`config.mk`:
```
export PLATFORM = sky130hd
export DESIGN_NAME = tc_array
export DESIGN_NICKNAME = d
export VERILOG_FILES = /design/src/rtl/tc_pkg.sv /design/src/rtl/tc_channel.sv /design/src/rtl/tc_array.sv
export SDC_FILE = /design/constraint.sdc
export NUM_CORES = 1
export LEC_CHECK = 0
export CAP_MARGIN = 20
export CORE_UTILIZATION = 50
export CTS_CLUSTER_SIZE = 16
export DETAILED_ROUTE_END_ITERATION = 12
export PLACE_DENSITY = 0.72
export REMOVE_ABC_BUFFERS = 1
export SETUP_SLACK_MARGIN = 0.02
export SYNTH_ARGS = -nofsm -noshare
export SYNTH_HDL_FRONTEND = slang
export SYNTH_SLANG_ARGS = --single-unit
export TNS_END_PERCENT = 10
```
`constraint.sdc`:
```
create_clock -name clk -period 4.9 [get_ports clk]
set_input_delay 1.47 -clock clk [delete_from_list [all_inputs] [get_ports clk]]
set_output_delay 1.47 -clock clk [all_outputs]
set_load 0.03 [all_outputs]
```
`src/rtl/tc_pkg.sv`:
```
// Shared types and constants for the timer/counter array.
// Register map offsets, CTRL bit positions, MODE codes, FSM state.
package tc_pkg;

    typedef enum logic [1:0] {
        ST_IDLE,
        ST_LOAD,
        ST_COUNT,
        ST_DONE
    } tc_state_e;

    localparam logic [1:0] MODE_ONESHOT = 2'b00;
    localparam logic [1:0] MODE_RELOAD  = 2'b01;
    localparam logic [1:0] MODE_FREERUN = 2'b10;

    localparam logic [1:0] REG_CTRL   = 2'd0;
    localparam logic [1:0] REG_PRESET = 2'd1;
    localparam logic [1:0] REG_COUNT  = 2'd2;
    localparam logic [1:0] REG_RSVD   = 2'd3;

    localparam int CTRL_EN      = 0;
    localparam int CTRL_MODE_LO = 1;
    localparam int CTRL_MODE_HI = 2;
    localparam int CTRL_IM      = 3;
    localparam int CTRL_PEND    = 4;

    function automatic logic [31:0] pack_ctrl(
        input logic       en,
        input logic [1:0] mode,
        input logic       im,
        input logic       pend
    );
        logic [31:0] r;
        r                            = '0;
        r[CTRL_EN]                   = en;
        r[CTRL_MODE_HI:CTRL_MODE_LO] = mode;
        r[CTRL_IM]                   = im;
        r[CTRL_PEND]                 = pend;
        return r;
    endfunction

endpackage

```
`src/rtl/tc_channel.sv`:
```
// One timer channel: CTRL/PRESET/COUNT registers and the
// IDLE/LOAD/COUNT/DONE sequencer that drives PEND.
module tc_channel
    import tc_pkg::*;
#(
    parameter int WIDTH = 32
) (
    input  logic        clk,
    input  logic        reset,
    input  logic        wr_ctrl,
    input  logic        wr_preset,
    input  logic [31:0] wdata,
    output logic [31:0] ctrl_rd,
    output logic [31:0] preset_rd,
    output logic [31:0] count_rd,
    output logic        irq
);

    localparam logic [WIDTH-1:0] CNT_ONE = WIDTH'(1);

    tc_state_e        state_q, state_d;
    logic             en_q, en_d;
    logic [1:0]       mode_q, mode_d;
    logic             im_q, im_d;
    logic             pend_q, pend_d;
    logic [WIDTH-1:0] preset_q, preset_d;
    logic [WIDTH-1:0] count_q, count_d;
    logic [1:0]       mode_eff;
    logic             hw_pend;
    logic             hw_stop;

    // Encoding 11 behaves exactly like one-shot.
    assign mode_eff = (mode_q == MODE_RELOAD || mode_q == MODE_FREERUN)
                    ? mode_q : MODE_ONESHOT;

    always_comb begin
        state_d = state_q;
        count_d = count_q;
        hw_pend = 1'b0;
        hw_stop = 1'b0;
        if (!en_q) begin
            state_d = ST_IDLE;
        end else begin
            unique case (state_q)
                ST_IDLE: begin
                    state_d = ST_LOAD;
                end
                ST_LOAD: begin
                    count_d = (mode_eff == MODE_FREERUN) ? '0 : preset_q;
                    state_d = ST_COUNT;
                end
                ST_COUNT: begin
                    if (mode_eff == MODE_FREERUN) begin
                        count_d = count_q + CNT_ONE;
                        hw_pend = &count_q;
                    end else if (count_q > CNT_ONE) begin
                        count_d = count_q - CNT_ONE;
                    end else begin
                        count_d = '0;
                        state_d = ST_DONE;
                    end
                end
                ST_DONE: begin
                    hw_pend = 1'b1;
                    if (mode_eff == MODE_RELOAD) begin
                        state_d = ST_LOAD;
                    end else begin
                        hw_stop = 1'b1;
                        state_d = ST_IDLE;
                    end
                end
                default: begin
                    state_d = ST_IDLE;
                end
            endcase
        end
    end

    // A software CTRL write overrides the one-shot EN clear;
    // a hardware PEND set beats a same-edge write-1-to-clear.
    always_comb begin
        en_d     = hw_stop ? 1'b0 : en_q;
        mode_d   = mode_q;
        im_d     = im_q;
        preset_d = preset_q;
        if (wr_ctrl) begin
            en_d   = wdata[CTRL_EN];
            mode_d = wdata[CTRL_MODE_HI:CTRL_MODE_LO];
            im_d   = wdata[CTRL_IM];
        end
        if (wr_preset) begin
            preset_d = wdata[WIDTH-1:0];
        end
        pend_d = hw_pend | (pend_q & ~(wr_ctrl & wdata[CTRL_PEND]));
    end

    always_ff @(posedge clk or negedge reset) begin
        if (!reset) begin
            state_q  <= ST_IDLE;
            en_q     <= 1'b0;
            mode_q   <= MODE_ONESHOT;
            im_q     <= 1'b0;
            pend_q   <= 1'b0;
            preset_q <= '0;
            count_q  <= '0;
        end else begin
            state_q  <= state_d;
            en_q     <= en_d;
            mode_q   <= mode_d;
            im_q     <= im_d;
            pend_q   <= pend_d;
            preset_q <= preset_d;
            count_q  <= count_d;
        end
    end

    assign ctrl_rd   = pack_ctrl(en_q, mode_q, im_q, pend_q);
    assign preset_rd = 32'(preset_q);
    assign count_rd  = 32'(count_q);
    assign irq       = pend_q & im_q;

endmodule

```
`src/rtl/tc_array.sv`:
```
// Array of NUM_CH timer channels behind a small word-addressed
// register window: address decode, read mux and interrupt OR.
module tc_array
    import tc_pkg::*;
#(
    parameter int NUM_CH = 2,
    parameter int WIDTH  = 32
) (
    input  logic              clk,
    input  logic              reset,
    input  logic [5:0]        addr,
    input  logic              we,
    input  logic [31:0]       wdata,
    output logic [31:0]       rdata,
    output logic [NUM_CH-1:0] irq,
    output logic              irq_any
);

    logic [3:0]  ch_sel;
    logic [1:0]  reg_sel;
    logic [31:0] ctrl_rd   [NUM_CH];
    logic [31:0] preset_rd [NUM_CH];
    logic [31:0] count_rd  [NUM_CH];

    assign ch_sel  = addr[5:2];
    assign reg_sel = addr[1:0];

    for (genvar i = 0; i < NUM_CH; i++) begin : g_ch
        logic hit;
        assign hit = we && (ch_sel == 4'(i));

        tc_channel #(
            .WIDTH(WIDTH)
        ) u_ch (
            .clk       (clk),
            .reset     (reset),
            .wr_ctrl   (hit && reg_sel == REG_CTRL),
            .wr_preset (hit && reg_sel == REG_PRESET),
            .wdata     (wdata),
            .ctrl_rd   (ctrl_rd[i]),
            .preset_rd (preset_rd[i]),
            .count_rd  (count_rd[i]),
            .irq       (irq[i])
        );
    end

    // Unpopulated channels fall through and read as zero.
    always_comb begin
        rdata = '0;
        for (int i = 0; i < NUM_CH; i++) begin
            if (ch_sel == 4'(i)) begin
                case (reg_sel)
                    REG_CTRL:   rdata = ctrl_rd[i];
                    REG_PRESET: rdata = preset_rd[i];
                    REG_COUNT:  rdata = count_rd[i];
                    REG_RSVD:   rdata = '0;
                endcase
            end
        end
    end

    assign irq_any = |irq;

endmodule

```
Yosys cells after proc, flatten, opt, wreduce, memory -nomap -nowiden
Cells that the tools add are included.

Register bits after elaboration: 142. Output and inout bits: 35. Word-level logic and storage cells: 115.

Magnitude comparators: 2. Equal/unequal tests: 22. $add $sub $neg: 4. Bitwise gates (word level): 10. Multiplexer cells: 40. Reductions and logical operators: 23.

Operators with widths (count): $mux W32 (8); $pmux W32 S4 (2); $pmux W32 S2 (2); $add A32 B1 Y32 const B (2); $gt A32 B1 Y1 const B (2); $reduce_and A32 Y1 (2); $sub A32 B1 Y32 const B (2); $eq A2 B2 Y1 const B (10); $mux W1 (16); $mux W2 (8); $pmux W2 S4 (2); $eq A2 B1 Y1 const B (7); $ne A3 B3 Y1 const B (4); $reduce_and A2 Y1 (4); $reduce_bool A2 Y1 (4); $and A1 B1 Y1 (6); $logic_and A1 B1 Y1 (6); $logic_not A2 Y1 (3); $eq A4 B1 Y1 const B (1); $logic_not A4 Y1 (1); $pmux W1 S2 (2); $logic_or A1 B1 Y1 (2); $not A1 Y1 (2); $or A1 B1 Y1 (2); $reduce_or A2 Y1 (1).

Depth between registers and ports, before layout
Depth after elaboration: 9. Mapped depth: 10.

Hierarchy
From an unflattened synthesis, not the netlist that was laid out.

Cell total of the unflattened synthesis: 1420. Area, all modules: 12066.6 µm².

By module, submodules not included: tc_channel at g_ch[1].u_ch (sequential area each 1776.7 µm², area an instance 5019.8 µm², cells each 575, times used 1); tc_channel at g_ch[0].u_ch (sequential area each 1776.7 µm², area an instance 4986.0 µm², cells each 579, times used 1); tc_array (sequential area each 0.0 µm², area an instance 2060.7 µm², cells each 266, times used 1).

Worst setup path after synthesis
Ideal clock, no wire load.

Path type: input -> output. Start: in addr[0]. End: out rdata[14]. Arrival: 2.785 ns. Data required time: 3.430 ns. Buffers on the path: 2. Path slack: 0.645 ns. Stages: 5. Path through: nor2b_1 -> clkbuf_1 -> clkbuf_1 -> a22oi_1 -> o22ai_1.

Word-level cells in the longest chain between the ends: 4.

Ends and longest elaborated chain: start: declaration (line tc_array.sv:11) `input logic [5:0] addr,`; $eq A2 B2 Y1, or another cell as far along (line tc_array.sv:52) `case (reg_sel)`; $pmux W32 S4 (line tc_array.sv:52); $mux W32 (line tc_array.sv:51) `if (ch_sel == 4'(i)) begin`; $mux W32 (*) (line tc_array.sv:51); end: declaration (line tc_array.sv:14) `output logic [31:0] rdata,`.

Mark *: on every way between the ends. The rest lies on a longest branch, timed or not.

Final worst setup path
Start: in addr[0]. End: out rdata[28].

Same word-level chain as after synthesis.

==> flow_summary.json <==
{
  "final_period_minus_worst_setup_slack_ns": 4.709,
  "detailroute.via_count": 10378,
  "finish.net_count": 1285,
  "min-delay-path-class": "reg -> reg",
  "drt-pass1-iter-count": 6,
  "ir_worst_vdd_mv": 0.2062,
  "switchingPower_mw": 2.181,
  "main_flop_type_after_synthesis": "sky130_fd_sc_hd__dfrtp_1",
  "synth-seq-area-share_pct": 34.15,
  "power_frac_seq_pct": 37.1,
  "rsz0062_at_grt": "false",
  "postSynthAreaPerCell_sq_um": 8.358,
  "seqCellArea_sq_mm": 0.003553,
  "worst_slew_pin_slew_ns": 1.110,
  "layout_commonest_cell": "sky130_fd_sc_hd__dfrtp_1",
  "worst_skew_late_latency_ns": 0.44,
  "detail-route-antenna-nets": 0,
  "total_routing_usage_reported_by_global_routing_pct": 33.62,
  "post_route_cells_drive_above_1_share_pct": 14.86,
  "port_buffers": 75,
  "status": "completed",
  "route.final.wire_length_um": 35140,
  "die_w_um": 146.3,
  "drt-wirelength-per-cell_um": 23.20,
  "power_mw": 5.182,
  "post-dp-hpwl_um": 24200,
  "layout.cells.most_common_list": "sky130_fd_sc_hd__dfrtp_1, sky130_fd_sc_hd__nand2_1, sky130_fd_sc_hd__nor2_1, sky130_fd_sc_hd__a21oi_1, sky130_fd_sc_hd__mux2_2",
  "final.setup_skew_ns": 0.01338,
  "synthesized_cell_area_sq_mm": 0.01041,
  "largest_net_degree_at_the_start_of_global_routing": 92,
  "fp.coreArea_sq_mm": 0.02030,
  "cp-start-kind": "input pin",
  "final_max_slew_viol_count": 0,
  "cp_data_required_time_ns": 3.43,
  "multiInputGateArea_sq_mm": 0.006284,
  "power_density_mw_per_mm2": 437.5,
  "clockRootBuffer": "sky130_fd_sc_hd__clkbuf_16",
  "postSynthCellCount": 1245,
  "chipHeight_um": 146.3,
  "synth-warning-count": 0,
  "place_congestion": 0.9367,
  "placement_rows": 52,
  "critPathArrivalTime_ns": 3.24,
  "first_global_vias": 9920,
  "path_max_fanout": 65,
  "clock_power_share_pct": 27.6,
  "count_of_pins_on_the_block_boundary": 76,
  "max_clock_freq_mhz": 212.4,
  "setup_viol_count_final": 0,
  "cts.path.max_buffers": 2,
  "cts_resized": 0,
  "setup.worst_path.end_class": "output pin",
  "gr-total-overflow": 0,
  "postLayoutCoreUtil_pct": 58.35,
  "ys_seq_elements": 142,
  "slew_headroom_pct": 25.05,
  "portion_of_total_power_attributed_to_combinational_logic_pct": 35.3,
  "antenna_cells_inserted": 0,
  "power.switching_fraction_pct": 42.09,
  "grt_first_pass_wirelength_um": 56160,
  "hold_viol_final": 0,
  "tritoncts": "built",
  "p_leak_nw": 4.688,
  "cts_hold_buf": 0,
  "path_clk_slew_ns": 0.06,
  "critical_path_class": "in -> out",
  "hold-path-cell-count": 1,
  "drv_cap": 0,
  "fin_crit_sh_pct": 96.09,
  "area_growth_syn_to_layout_pct": 13.83,
  "postSynth.asyncResetShare_pct": 100.0,
  "cts_post_setup_buffers_inserted": 0,
  "n_fill_cell": 1851,
  "initial_utilization_pct": 51.26,
  "drc": 0,
  "internal_power_mw": 3.001,
  "clock_sinks": 142,
  "synth_cell_types": 73,
  "h-tree-depth": 4,
  "drt_iter0_drc": 1163,
  "timing.reg2reg.worst_path_depth": 7,
  "numCtsBuffers": 17,
  "synth-edff-count": 0,
  "antenna_found_initial": 0,
  "design.die.area_sq_mm": 0.02139,
  "viasPerCell": 6.850
}
==> critical path: stages <==
cell	delay (ns)
sky130_fd_sc_hd__clkdlybuf4s50_1	0.57
sky130_fd_sc_hd__nor2b_4	0.20
sky130_fd_sc_hd__buf_12	0.28
sky130_fd_sc_hd__a22oi_1	0.11
sky130_fd_sc_hd__o22ai_1	0.41
sky130_fd_sc_hd__buf_12	0.18
==> state kept, by name, indices dropped and copies added, names as in the netlist <==
signal	cells
g_ch.u_ch.state_q	4
g_ch.u_ch.en_q	2
g_ch.u_ch.mode_q	4
g_ch.u_ch.preset_rd	64
g_ch.u_ch.im_q	2
g_ch.u_ch.pend_q	2
g_ch.u_ch.count_rd	64
==> power groups by stage <==
stage | clock network (mW) | logic, mW | registers [mW]
3_3_place_gp | 0 | 1.74 | 1.92
3_5_place_dp | 0 | 1.78 | 1.92
2_1_floorplan | 0 | 1.32 | 1.73
4_1_cts | 1.44 | 1.80 | 1.90
6_report | 1.43 | 1.83 | 1.92
5_1_grt | 1.49 | 2.00 | 1.96
==> through the flow <==
step	worst slack, ns	instances	cell area (sq um)	hold slack, ns	setup TNS, ns
5_1_grt	0.08021	1515	11850	0.5541	0
4_1_cts	0.2187	1515	11850	0.5379	0
3_3_place_gp	0.2470	1483	11200	0.5138	0
6_report	0.1914	1515	11850	0.5403	0
2_1_floorplan	-0.9625	1114	9893	0.4869	-88.27
3_5_place_dp	0.2184	1483	11200	0.5227	0
==> cell type report <==
class / instances / area share [%]
tap: 270 / 2.852
sequential: 142 / 30.00
timing repair buffer: 99 / 7.933
clock buffer: 21 / 3.887
clock inverter: 11 / 1.521
multi-input combinational: 948 / 53.05
inverter: 24 / 0.7605
==> kinds of logic after synthesis <==
family	Yosys count	share of synthesized area, %
compound gates	364	23.69
xor+xnor	56	4.713
fa+ha+maj	12	1.443
buf+inv	155	5.795
flops	142	34.15
mux	84	8.921
simple gates	432	21.29
==> cells in the mapped netlist, drive strengths merged, types with 20 or more instances <==
cell type,count,area [sq um]
o21ai,54,277.8
and3,22,140.1
nor4,34,231.5
xor2,28,245.2
a22oi,61,457.9
nand3,47,235.2
inv,23,86.33
nand4,22,137.6
dfrtp,142,3553
a211oi,20,155.1
clkbuf,118,442.9
o22ai,36,225.2
nand2,93,349.1
mux2,70,788.3
a21oi,81,405.4
xnor2,28,245.2
nor3,64,320.3
nor2,87,326.6
==> worst paths after layout <==
kind                                                   end                       from  slack (ns)
worst max-delay path                             rdata[28]                    addr[0]        0.19
worst min-delay path             g_ch[0].u_ch.preset_rd[5]  g_ch[0].u_ch.preset_rd[5]        0.54
worst max register to register    g_ch[1].u_ch.count_rd[7]   g_ch[1].u_ch.count_rd[8]        1.66
worst min register to register   g_ch[0].u_ch.preset_rd[5]  g_ch[0].u_ch.preset_rd[5]        0.54
max in group asynchronous       g_ch[0].u_ch.preset_rd[29]                      reset        3.03
min in group asynchronous        g_ch[1].u_ch.count_rd[17]                      reset        1.10
==> routing by layer <==
metal | GRT usage (%) | part of all wire [%]
met5 | 0 | 0
met1 | 46.82 | 42
met3 | 6.656 | 9.5
met4 | 13.13 | 3.2
met2 | 51.36 | 45
(Power assumes the default switching activity.)
